<file path="config.mk">
export PLATFORM = sky130hd
export DESIGN_NAME = ex_mem_stage_buf
export DESIGN_NICKNAME = d
export VERILOG_FILES = /design/src/rtl/ex_mem_stage_buf.sv
export SDC_FILE = /design/constraint.sdc
export NUM_CORES = 1
export LEC_CHECK = 0
export CAP_MARGIN = 10
export CELL_PAD_IN_SITES_DETAIL_PLACEMENT = 1
export CELL_PAD_IN_SITES_GLOBAL_PLACEMENT = 2
export CORE_ASPECT_RATIO = 0.6
export CORE_UTILIZATION = 33
export DETAILED_ROUTE_END_ITERATION = 8
export HOLD_SLACK_MARGIN = 0.02
export PLACE_DENSITY_LB_ADDON = 0.1
export SETUP_SLACK_MARGIN = 0.1
export SLEW_MARGIN = 20
export SYNTH_ARGS = -nofsm -noshare
export SYNTH_HDL_FRONTEND = slang
export SYNTH_SLANG_ARGS = --single-unit
</file>
<file path="constraint.sdc">
create_clock -name clk -period 10.54 [get_ports clk]
set_input_delay 2.108 -clock clk [delete_from_list [all_inputs] [get_ports clk]]
set_output_delay 2.108 -clock clk [all_outputs]
set_load 0.01 [all_outputs]
</file>
<file path="src/rtl/ex_mem_stage_buf.sv">
// EX->MEM stage: two-entry skid buffer with lane-aligned byte enables and branch/jump PC select.
// Optional build macro EX_MEM_MISALIGN_TRAP_EN turns misaligned loads/stores into a flagged, request-free trap.
module ex_mem_stage_buf #(
  parameter int XLEN   = 32,
  parameter int CTRL_W = 32
) (
  input  logic              clk,
  input  logic              rst,
  input  logic              flush,
  input  logic              in_valid,
  output logic              in_ready,
  input  logic [6:0]        opcode_in,
  input  logic [2:0]        funct3_in,
  input  logic [CTRL_W-1:0] ctrl_in,
  input  logic [XLEN-1:0]   alu_in,
  input  logic [XLEN-1:0]   rs2_in,
  input  logic [XLEN-1:0]   pc_in,
  input  logic              cmp_in,
  output logic              out_valid,
  input  logic              out_ready,
  output logic [CTRL_W-1:0] ctrl_out,
  output logic [XLEN-1:0]   alu_out,
  output logic [XLEN-1:0]   pc_out,
  output logic [XLEN-1:0]   wdata_out,
  output logic [XLEN/8-1:0] mem_byte_enable_out,
  output logic              mem_read_out,
  output logic              mem_write_out,
  output logic              br_en_out,
  output logic [1:0]        pcmux_sel_out,
  output logic              misalign_out,
  output logic [1:0]        occupancy
);

  localparam int LANES = XLEN / 8;
  localparam int OFFW  = $clog2(LANES);

  localparam logic [6:0] OP_LOAD   = 7'b0000011;
  localparam logic [6:0] OP_STORE  = 7'b0100011;
  localparam logic [6:0] OP_BRANCH = 7'b1100011;
  localparam logic [6:0] OP_JAL    = 7'b1101111;
  localparam logic [6:0] OP_JALR   = 7'b1100111;

  typedef struct packed {
    logic [6:0]        opcode;
    logic [2:0]        funct3;
    logic [CTRL_W-1:0] ctrl;
    logic [XLEN-1:0]   alu;
    logic [XLEN-1:0]   rs2;
    logic [XLEN-1:0]   pc;
    logic              cmp;
  } entry_t;

  entry_t     head, tail, in_ent;
  logic [1:0] count;
  logic       push, pop;

  assign in_ent = '{opcode: opcode_in, funct3: funct3_in, ctrl: ctrl_in,
                    alu: alu_in, rs2: rs2_in, pc: pc_in, cmp: cmp_in};

  assign in_ready  = (count < 2'd2);
  assign out_valid = (count != 2'd0);
  assign occupancy = count;
  assign push      = in_valid & in_ready;
  assign pop       = out_valid & out_ready;

  // NOTE: state uses non-blocking assignments only, so every register samples pre-edge values.
  // NOTE: the two entries are plain flops, so clearing them on reset is cheap and keeps data outputs at 0.
  always_ff @(posedge clk or posedge rst) begin
    if (rst) begin
      count <= 2'd0;
      head  <= '0;
      tail  <= '0;
    end else if (flush) begin
      count <= 2'd0;
    end else begin
      unique case ({push, pop})
        2'b10: begin
          if (count == 2'd0) head <= in_ent;
          else               tail <= in_ent;
          count <= count + 2'd1;
        end
        2'b01: begin
          head  <= tail;
          count <= count - 2'd1;
        end
        // Push with pop only happens at count 1: the new entry replaces the head.
        2'b11:   head <= in_ent;
        default: ;
      endcase
    end
  end

  assign ctrl_out = head.ctrl;
  assign alu_out  = head.alu;
  assign pc_out   = head.pc;

  logic              unused_funct3_msb;
  assign unused_funct3_msb = head.funct3[2];

  logic [OFFW-1:0]  offset, size_m1, off_used;
  logic [LANES-1:0] base_mask, lane_mask;
  logic             size_ok, is_load, is_store;

  // NOTE: every signal written here gets a default first, so no path can infer a latch.
  always_comb begin
    base_mask = '0;
    size_m1   = '0;
    unique case (head.funct3[1:0])
      2'b00: begin base_mask = LANES'(8'h01); size_m1 = OFFW'(0); end
      2'b01: begin base_mask = LANES'(8'h03); size_m1 = OFFW'(1); end
      2'b10: begin base_mask = LANES'(8'h0F); size_m1 = OFFW'(3); end
      default: begin base_mask = LANES'(8'hFF); size_m1 = OFFW'(7); end
    endcase
  end

  assign offset    = head.alu[OFFW-1:0];
  assign off_used  = offset & ~size_m1;
  assign lane_mask = base_mask << off_used;
  assign wdata_out = head.rs2 << {off_used, 3'b000};
  // 8-byte accesses only exist on a 64-bit datapath.
  assign size_ok   = (LANES == 8) || (head.funct3[1:0] != 2'b11);
  assign is_load   = (head.opcode == OP_LOAD);
  assign is_store  = (head.opcode == OP_STORE);

`ifdef EX_MEM_MISALIGN_TRAP_EN
  logic misaligned;
  assign misaligned = ((offset & size_m1) != '0);
`endif

  always_comb begin
    mem_byte_enable_out = '0;
    mem_read_out        = 1'b0;
    mem_write_out       = 1'b0;
    misalign_out        = 1'b0;
    br_en_out           = 1'b0;
    pcmux_sel_out       = 2'b00;
    if (out_valid) begin
      if (is_load || is_store) begin
        if (size_ok) begin
`ifdef EX_MEM_MISALIGN_TRAP_EN
          if (misaligned) begin
            misalign_out = 1'b1;
          end else begin
            mem_byte_enable_out = lane_mask;
            mem_read_out        = is_load;
            mem_write_out       = is_store;
          end
`else
          mem_byte_enable_out = lane_mask;
          mem_read_out        = is_load;
          mem_write_out       = is_store;
`endif
        end
      end else begin
        mem_byte_enable_out = '1;
      end
      unique case (head.opcode)
        OP_BRANCH: begin
          br_en_out     = head.cmp;
          pcmux_sel_out = head.cmp ? 2'b01 : 2'b00;
        end
        OP_JAL: begin
          br_en_out     = 1'b1;
          pcmux_sel_out = 2'b01;
        end
        OP_JALR: begin
          br_en_out     = 1'b1;
          pcmux_sel_out = 2'b10;
        end
        default: ;
      endcase
    end
  end

endmodule
</file>
==> results of run 1 <==
## critical path, delay by kind of cell (launching register included)
family                 cells  cell delay [ns]
buffers and inverters      1             0.62
DFF                        1             0.48
AOI/OAI and AO/OA          1             0.18
and+or+nand+nor            3             1.38
## power by group through the flow
stage               clock [mW]  combinational, mW  sequential (mW)
floorplan                    0              0.567             1.44
CTS                       1.10              0.862             1.47
detailed placement           0              0.857             1.49
global placement             0              0.840             1.48
global route              1.13              0.923             1.51
finish                    1.05              0.842             1.47
## registers in the layout, summed over array words and instances, names as in the netlist
name and cells:
alu_out 32, ctrl_out 32, head 42, occupancy 2, pc_out 32, tail 138
## logic make-up (layout without fill, tap and decap cells)
group                  Yosys count  in the layout  synth area share [%]
flip-flops                     278            278                  53.7
other                            1              5                0.0289
multiplexers                   284            284                  23.3
buffers and inverters          172            348                  8.68
AO/OA/AOI/OAI                  177            177                  6.99
AND/OR/NAND/NOR                228            228                  7.39
## through the flow
step	hold WS, ns	setup WS (ns)	instances
finish	0.505	5.19	1833
global route	0.514	4.91	1830
CTS	0.508	5.12	1829
detailed placement	0.494	4.86	1780
global placement	0.488	4.94	1780
floorplan	0.480	0.767	1140
## worst paths after layout
path | from | end | slack, ns | cells past startpoint
max in group asynchronous | rst | head[53]$_DFFE_PP0P_ | 7.00 | 3
min in group asynchronous | rst | alu_out[26]$_DFFE_PP0P_ | 2.05 | 2
setup / recovery | head[130]$_DFFE_PP0P_ | wdata_out[22] | 5.19 | 5
hold reg to reg | tail[6]$_DFFE_PP0P_ | tail[6]$_DFFE_PP0P_ | 0.51 | 1
setup reg to reg | occupancy[1]$_DFFE_PP0P_ | head[136]$_DFFE_PP0P_ | 6.99 | 6
hold / removal | tail[6]$_DFFE_PP0P_ | tail[6]$_DFFE_PP0P_ | 0.51 | 1
## cells in the mapped netlist, drive strengths merged
cell type	count
o21bai	1
mux2	138
a221oi	1
dfrtp	278
nor2b	6
mux2i	146
and3	8
clkbuf	6
a21oi	162
nor4	1
nand2b	3
nand3b	2
inv	5
nand2	45
buf	161
nor2	148
or3	1
o211ai	1
and2	8
nand3	1
nor3b	3
o21ai	12
conb	1
or3b	2
## cell usage in the layout (no fill, tap or decap), types with 2 or more instances in the layout
master,count
mux2i_1,146
bufinv_16,3
nor3b_1,2
nand2_1,45
buf_4,10
clkbuf_8,6
clkbuf_1,6
a21oi_1,161
clkbuf_16,29
clkdlybuf4s50_1,283
dfrtp_1,278
o21ai_0,11
nor2_1,148
diode_2,4
inv_1,4
clkinv_2,4
nand3b_1,2
and3_1,8
mux2_2,138
and2_1,8
nand2b_1,3
nor2b_1,5
## metal layers
layer	vias to the layer above	routed length, um	track usage, %
li1	4140	-	-
met1	4338	15600	22.9
met2	127	15900	27.4
met3	47	1700	4.11
met4	6	817	3.94
met5	-	34	0
## final cells by class
class,instances,share of cell area (%)
Sequential cell,278,42.4
Multi-Input combinational cell,690,29.9
Timing Repair Buffer,294,17.8
Clock buffer,41,5.06
Tap cell,513,3.91
Clock inverter,8,0.716
Inverter,5,0.160
Antenna cell,4,0.0610
==> results.rst, run 1 <==
.. list-table::
   :header-rows: 1

   * - Metric
     - Value
   * - Post-CTS Hold Buffers
     - 0
   * - Part of the Yosys area used for sequential elements
     - 53.7%
   * - Horizontal die dimension
     - around 260 um
   * - Endpoints failing hold
     - 0
   * - Power share of the combinational group
     - between 20% and 30%
   * - Count of antenna-violating nets left after detailed routing
     - 0
   * - Run status
     - finished, final reports clean
   * - Area inside the core boundary
     - roughly 38,000 um2
   * - Critical Path Fanout Max
     - 18
   * - Number of fill cells in the layout
     - roughly 4,100
   * - H-tree depth
     - 1
   * - Fraction of power spent switching nets
     - between 20 and 30%
   * - Share of post-route cells with drive strength above 1
     - 15.1%
   * - Setup repair after global routing missed its margin
     - false
   * - Number of synthesized register bits
     - ~280
   * - Dominant cells by area after synthesis
     - dfrtp_1, mux2_2, mux2i_1
   * - Clock tree from TritonCTS
     - built
   * - Worst-Skew Late Latency
     - around 0.56 ns
   * - Post-layout net count
     - between 1,000 and 1,500
   * - Core Rows
     - 55
   * - Warning count from the yosys run
     - 0
   * - Average instance area after synthesis
     - 11.4 um2
   * - Total detailed-routing wirelength
     - 34,100 um
   * - Area of the mapped netlist
     - approximately 13,000 um2
   * - Required time at the worst-slack endpoint
     - approximately 8.4 ns
   * - Count of final setup violators
     - 0
   * - Number of violations reported at the end of detailed-routing iteration 0
     - around 360
   * - Setup TNS
     - 0 ns
   * - Chip height
     - about 160 um
   * - Clk pin slew, worst setup/hold paths
     - around 0.060 ns
   * - Net count after synthesis
     - ~1,300
   * - Total DRC errors in the routed layout
     - 0
   * - Placement Cell Area
     - between 15,000 and 20,000 um2
   * - Share of the synthesized area in the top cell type
     - around 54%
   * - Arrival time at the worst endpoint
     - about 3.2 ns
   * - Area growth syn-to-layout
     - 26.7%
   * - Multi-input gate area in the final layout
     - approximately 4900 um2
   * - Clock tree root driver cell
     - clkbuf_16
   * - Maximum number of pins on one net before global-route repair
     - 164
   * - Number of gates resized after cts
     - 0
   * - Transition at the pin with the smallest max-transition slack
     - 0.981 ns
   * - Total via count after detailed routing
     - a little under 9,000
   * - Global routing usage summed across all routing layers
     - ~17%
   * - First-pass GRT wire length
     - 53,300 um
   * - Cell type with the highest aggregate area in the netlist
     - dfrtp_1
   * - Max-slew violation count
     - 0
   * - Number of post-CTS setup repair buffers
     - 0
   * - Total overflow reported by the global router
     - 0
   * - Share of total power in the clock network
     - roughly 31%
   * - Register cell area after layout
     - between 6000 and 7000 um2
   * - Portion of total power attributed to sequential cells
     - between 40% and 50%
   * - Die area
     - roughly 40,000 um2
   * - Clock period minus final worst setup slack
     - about 5.4 ns
   * - Clk sink count
     - 278
   * - Wire length per cell after detailed routing
     - between 15 and 20 um
   * - Class of the most critical setup path
     - register to output port
   * - Synthesized netlist cell count
     - about 1,100
   * - Leakage power summed over all cells
     - roughly 7.6 nW
   * - Design Area, Final
     - roughly 16,000 um2
   * - Worst Hold Class
     - register to register
   * - Final worst-path cycle share
     - between 50% and 60%
   * - Buffers on Ports
     - between 200 and 300
   * - Number of global-route vias before repair
     - 9,014
   * - Clock buffer count from CTS
     - 29
   * - Critical-path top delay cell
     - or3b_2
   * - Launching element type of the critical path
     - register
   * - Worst clock skew on the final layout
     - 0.0135 ns
   * - Power density cells
     - 205 nW/um2
   * - Post-layout power
     - ~3.4 mW
   * - Max Cap Violations
     - 0
   * - DR vias/cell
     - around 4.7
   * - Highest achievable clock rate
     - ~190 MHz
   * - Max IR drop VDD
     - between 0.0001 and 0.00015 V
   * - Crit-path cells
     - or3b_2 > nor2_1 > nand2_1 > o21ai_0 > clkdlybuf4s50_1
   * - Switching Power
     - 0.949 mW
   * - Max-slew headroom
     - 34.6%
   * - First drt pass iteration count
     - 6
   * - Antenna violations before repair
     - 6
   * - Global placement routability congestion
     - roughly 0.71
   * - Critical path's largest stage delay
     - slightly below 0.7 ns
   * - Power Internal
     - between 2 and 2.5 mW
   * - Fin util
     - 43.0%
   * - Synth cell types
     - 29
   * - HPWL after detailed placement
     - approximately 22,000 um
   * - Bufs on Longest Clock Path
     - 3
   * - Top-Level Pins
     - between 200 and 300
   * - Initial core utilization
     - 33.9%
   * - Worst setup EP type
     - output port
(Power assumes the default switching activity.)
==> run 2: changes to the inputs <==
Clock period 10.54 ns to 5 ns, I/O delays scaled along.
==> run 2 against run 1 <==
  * Sequential share of layout area up 0.061 points
  * Combinational power is 110% higher
  * Register-to-register slack worse by 4.3 ns
  * Die area unchanged
  * Clock power grew 99%
  * Worst hold slack lost 0.0013 ns
  * Count of clock-buffer cells in the layout fell by 1
  * Utilization fell by 0.062 points
  * Largest power group unchanged
==> results.rst, run 2 (synthesized netlist as in run 1, its figures left out) <==
.. list-table::
   :header-rows: 1

   * - Metric
     - Value
   * - Final worst-path cycle share
     - between 80% and 90%
   * - Class of the most critical setup path
     - register to output port
   * - Initial core utilization
     - 33.9% (unchanged)
   * - Arrival time at the worst endpoint
     - 3.24 ns (about the same)
   * - Horizontal die dimension
     - 258 um (unchanged)
   * - Max IR drop VDD
     - 0.000229 V (+81%)
   * - Clk sink count
     - 278 (unchanged)
   * - Most common cell after layout, fill and taps aside
     - clkdlybuf4s50_1
   * - Highest achievable clock rate
     - between 200 and 250 MHz
   * - Total detailed-routing wirelength
     - 34,100 um (about the same)
   * - Critical-path top delay cell
     - or3b_2
   * - Count of final setup violators
     - 0 (unchanged)
   * - Worst Hold Class
     - register to register
   * - Worst-Skew Late Latency
     - 0.57 ns (about the same)
   * - Endpoints failing hold
     - 0 (unchanged)
   * - Global placement routability congestion
     - 0.712 (-0.31%)
   * - First-pass GRT wire length
     - 54,000 um (+1.3%)
   * - Number of gates resized after cts
     - 0 (unchanged)
   * - Core Rows
     - 55 (unchanged)
   * - Area inside the core boundary
     - 38,200 um2 (unchanged)
   * - Clock period minus final worst setup slack
     - roughly 4.2 ns
   * - Max-slew headroom
     - 29.9% (-4.7 points)
   * - Max Cap Violations
     - 0 (unchanged)
   * - Run status
     - finished, final reports clean
   * - Fin util
     - 42.9% (-0.062 points)
   * - Area growth syn-to-layout
     - 26.5%
   * - Antenna violations before repair
     - 4 (-2)
   * - Global routing usage summed across all routing layers
     - 17.1% (+0.16 points)
   * - Number of global-route vias before repair
     - 9,155 (+1.6%)
   * - Chip height
     - 156 um (unchanged)
   * - Worst Path Buf+Inv
     - 1 (unchanged)
   * - Count of antenna-violating nets left after detailed routing
     - 0 (unchanged)
   * - Largest registers
     - tail (138), head (42)
   * - Die area
     - 40,100 um2 (unchanged)
   * - Launching element type of the critical path
     - register
   * - Wire length per cell after detailed routing
     - 18.7 um (+0.36%)
   * - HPWL after detailed placement
     - 22,000 um (-1.9%)
   * - H-tree depth
     - 1 (unchanged)
   * - Most flops, register
     - tail
   * - Critical path's largest stage delay
     - 0.70 ns (about the same)
   * - Post-layout net count
     - 1,444 (+0.14%)
   * - Leakage power summed over all cells
     - 7.57 nW (-0.20%)
   * - Buffers on Ports
     - 283 (unchanged)
   * - Worst slack, placed
     - 1.34 ns (-3.53 ns)
   * - Worst clock skew on the final layout
     - 0.0194 ns (+0.00589 ns)
   * - Setup repair after global routing missed its margin
     - false
   * - Number of fill cells in the layout
     - 4,076 (+0.049%)
   * - Clk pin slew, worst setup/hold paths
     - 0.07 ns (about the same)
   * - Share of post-route cells with drive strength above 1
     - 14.9% (-0.19 points)
   * - Maximum number of pins on one net before global-route repair
     - 193 (+18%)
   * - Flip-flop count of the largest register, all copies and words added
     - 138 (unchanged)
   * - Hold Slack
     - 0.504 ns (-0.00132 ns)
   * - Power density cells
     - 425 nW/um2 (+110%)
   * - Highest-count cells in the layout ignoring fill and taps
     - clkdlybuf4s50_1, dfrtp_1, a21oi_1
   * - Kind of cell with the highest combined delay on the critical path
     - simple AND/OR/NAND/NOR gates
   * - Bufs on Longest Clock Path
     - 3 (unchanged)
   * - First drt pass iteration count
     - 4 (-2)
   * - DR vias/cell
     - 4.73 (about the same)
   * - Number of post-CTS setup repair buffers
     - 0 (unchanged)
   * - Setup TNS
     - 0 ns (unchanged)
   * - Total via count after detailed routing
     - 8,639 (-0.22%)
   * - Clock tree root driver cell
     - clkbuf_16
   * - Crit-path cells
     - or3b_2 > nor2_1 > nand2_1 > o21ai_0 > clkdlybuf4s50_1
   * - Post-CTS Hold Buffers
     - 0 (unchanged)
   * - Required time at the worst-slack endpoint
     - 4.00 ns (-4.43 ns)
   * - Clock tree from TritonCTS
     - built
   * - Setup slack of the critical path after layout
     - 0.757 ns (-4.43 ns)
   * - Critical Path Fanout Max
     - 18 (unchanged)
   * - Worst setup EP type
     - output port
   * - Transition at the pin with the smallest max-transition slack
     - 1.05 ns (+0.0711 ns)
   * - Max-slew violation count
     - 0 (unchanged)
   * - Total DRC errors in the routed layout
     - 0 (unchanged)
   * - Number of violations reported at the end of detailed-routing iteration 0
     - 398 (+9.3%)
   * - Total overflow reported by the global router
     - 0 (unchanged)
   * - Top-Level Pins
     - 286 (unchanged)
   * - Clock buffer count from CTS
     - 30 (+3.4%)
==> run 2: cell count changes in the layout (fill, tap and decap cells not counted), moves of 2 or more <==
cell       change
buf_12         +4
buf_4          -3
bufinv_16      -3
diode_2        -2
==> run 2: worst paths after layout <==
check                                    startpoint                      to  slack, ns  cells past startpoint
min in group asynchronous                       rst   tail[107]$_DFFE_PP0P_       0.84                      2
setup / recovery              head[130]$_DFFE_PP0P_           wdata_out[22]       0.76                      5
max in group asynchronous                       rst  pc_out[20]$_DFFE_PP0P_       3.18                      3
setup reg to reg           occupancy[1]$_DFFE_PP0P_    tail[15]$_DFFE_PP0P_       2.65                      4
hold / removal                tail[105]$_DFFE_PP0P_   tail[105]$_DFFE_PP0P_       0.50                      1
hold reg to reg               tail[105]$_DFFE_PP0P_   tail[105]$_DFFE_PP0P_       0.50                      1
==> run 2: metal layers <==
metal  routed length (um)  GRT usage [%]  up-vias  part of all wire (%)
li1                     -              -     4120                     -
met1                16100           23.9     4313                    47
met2                15400           26.5      146                    45
met3                 1780           4.27       56                   5.2
met4                  790           4.09        4                   2.3
met5                   21              0        -                 0.062
==> run 2: metrics by stage <==
step	std cells	total power, mW	area [um2]
6_report	1828	6.97	16400
5_1_grt	1826	7.39	16400
4_1_cts	1826	7.10	16400
3_5_place_dp	1781	4.95	15500
3_3_place_gp	1781	4.89	15500
2_1_floorplan	1140	4.24	13000
==> run 2: report_power, final <==
group | total (mW) | internal [mW] | switching [mW]
Combinational | 1.78 | 1.01 | 0.768
Sequential | 3.10 | 2.79 | 0.310
Clock | 2.09 | 1.16 | 0.932
Total | 6.97 | 4.96 | 2.01
==> run 2: cell type report <==
class                           count  area, um2  share of cell area [%]
Antenna cell                        2       5.00                  0.0305
Clock buffer                       40        838                    5.11
Clock inverter                      5       40.0                   0.244
Inverter                            5       22.5                   0.137
Multi-Input combinational cell    690       4910                    29.9
Sequential cell                   278       6960                    42.4
Tap cell                          513        642                    3.91
Timing Repair Buffer              295       2990                    18.2
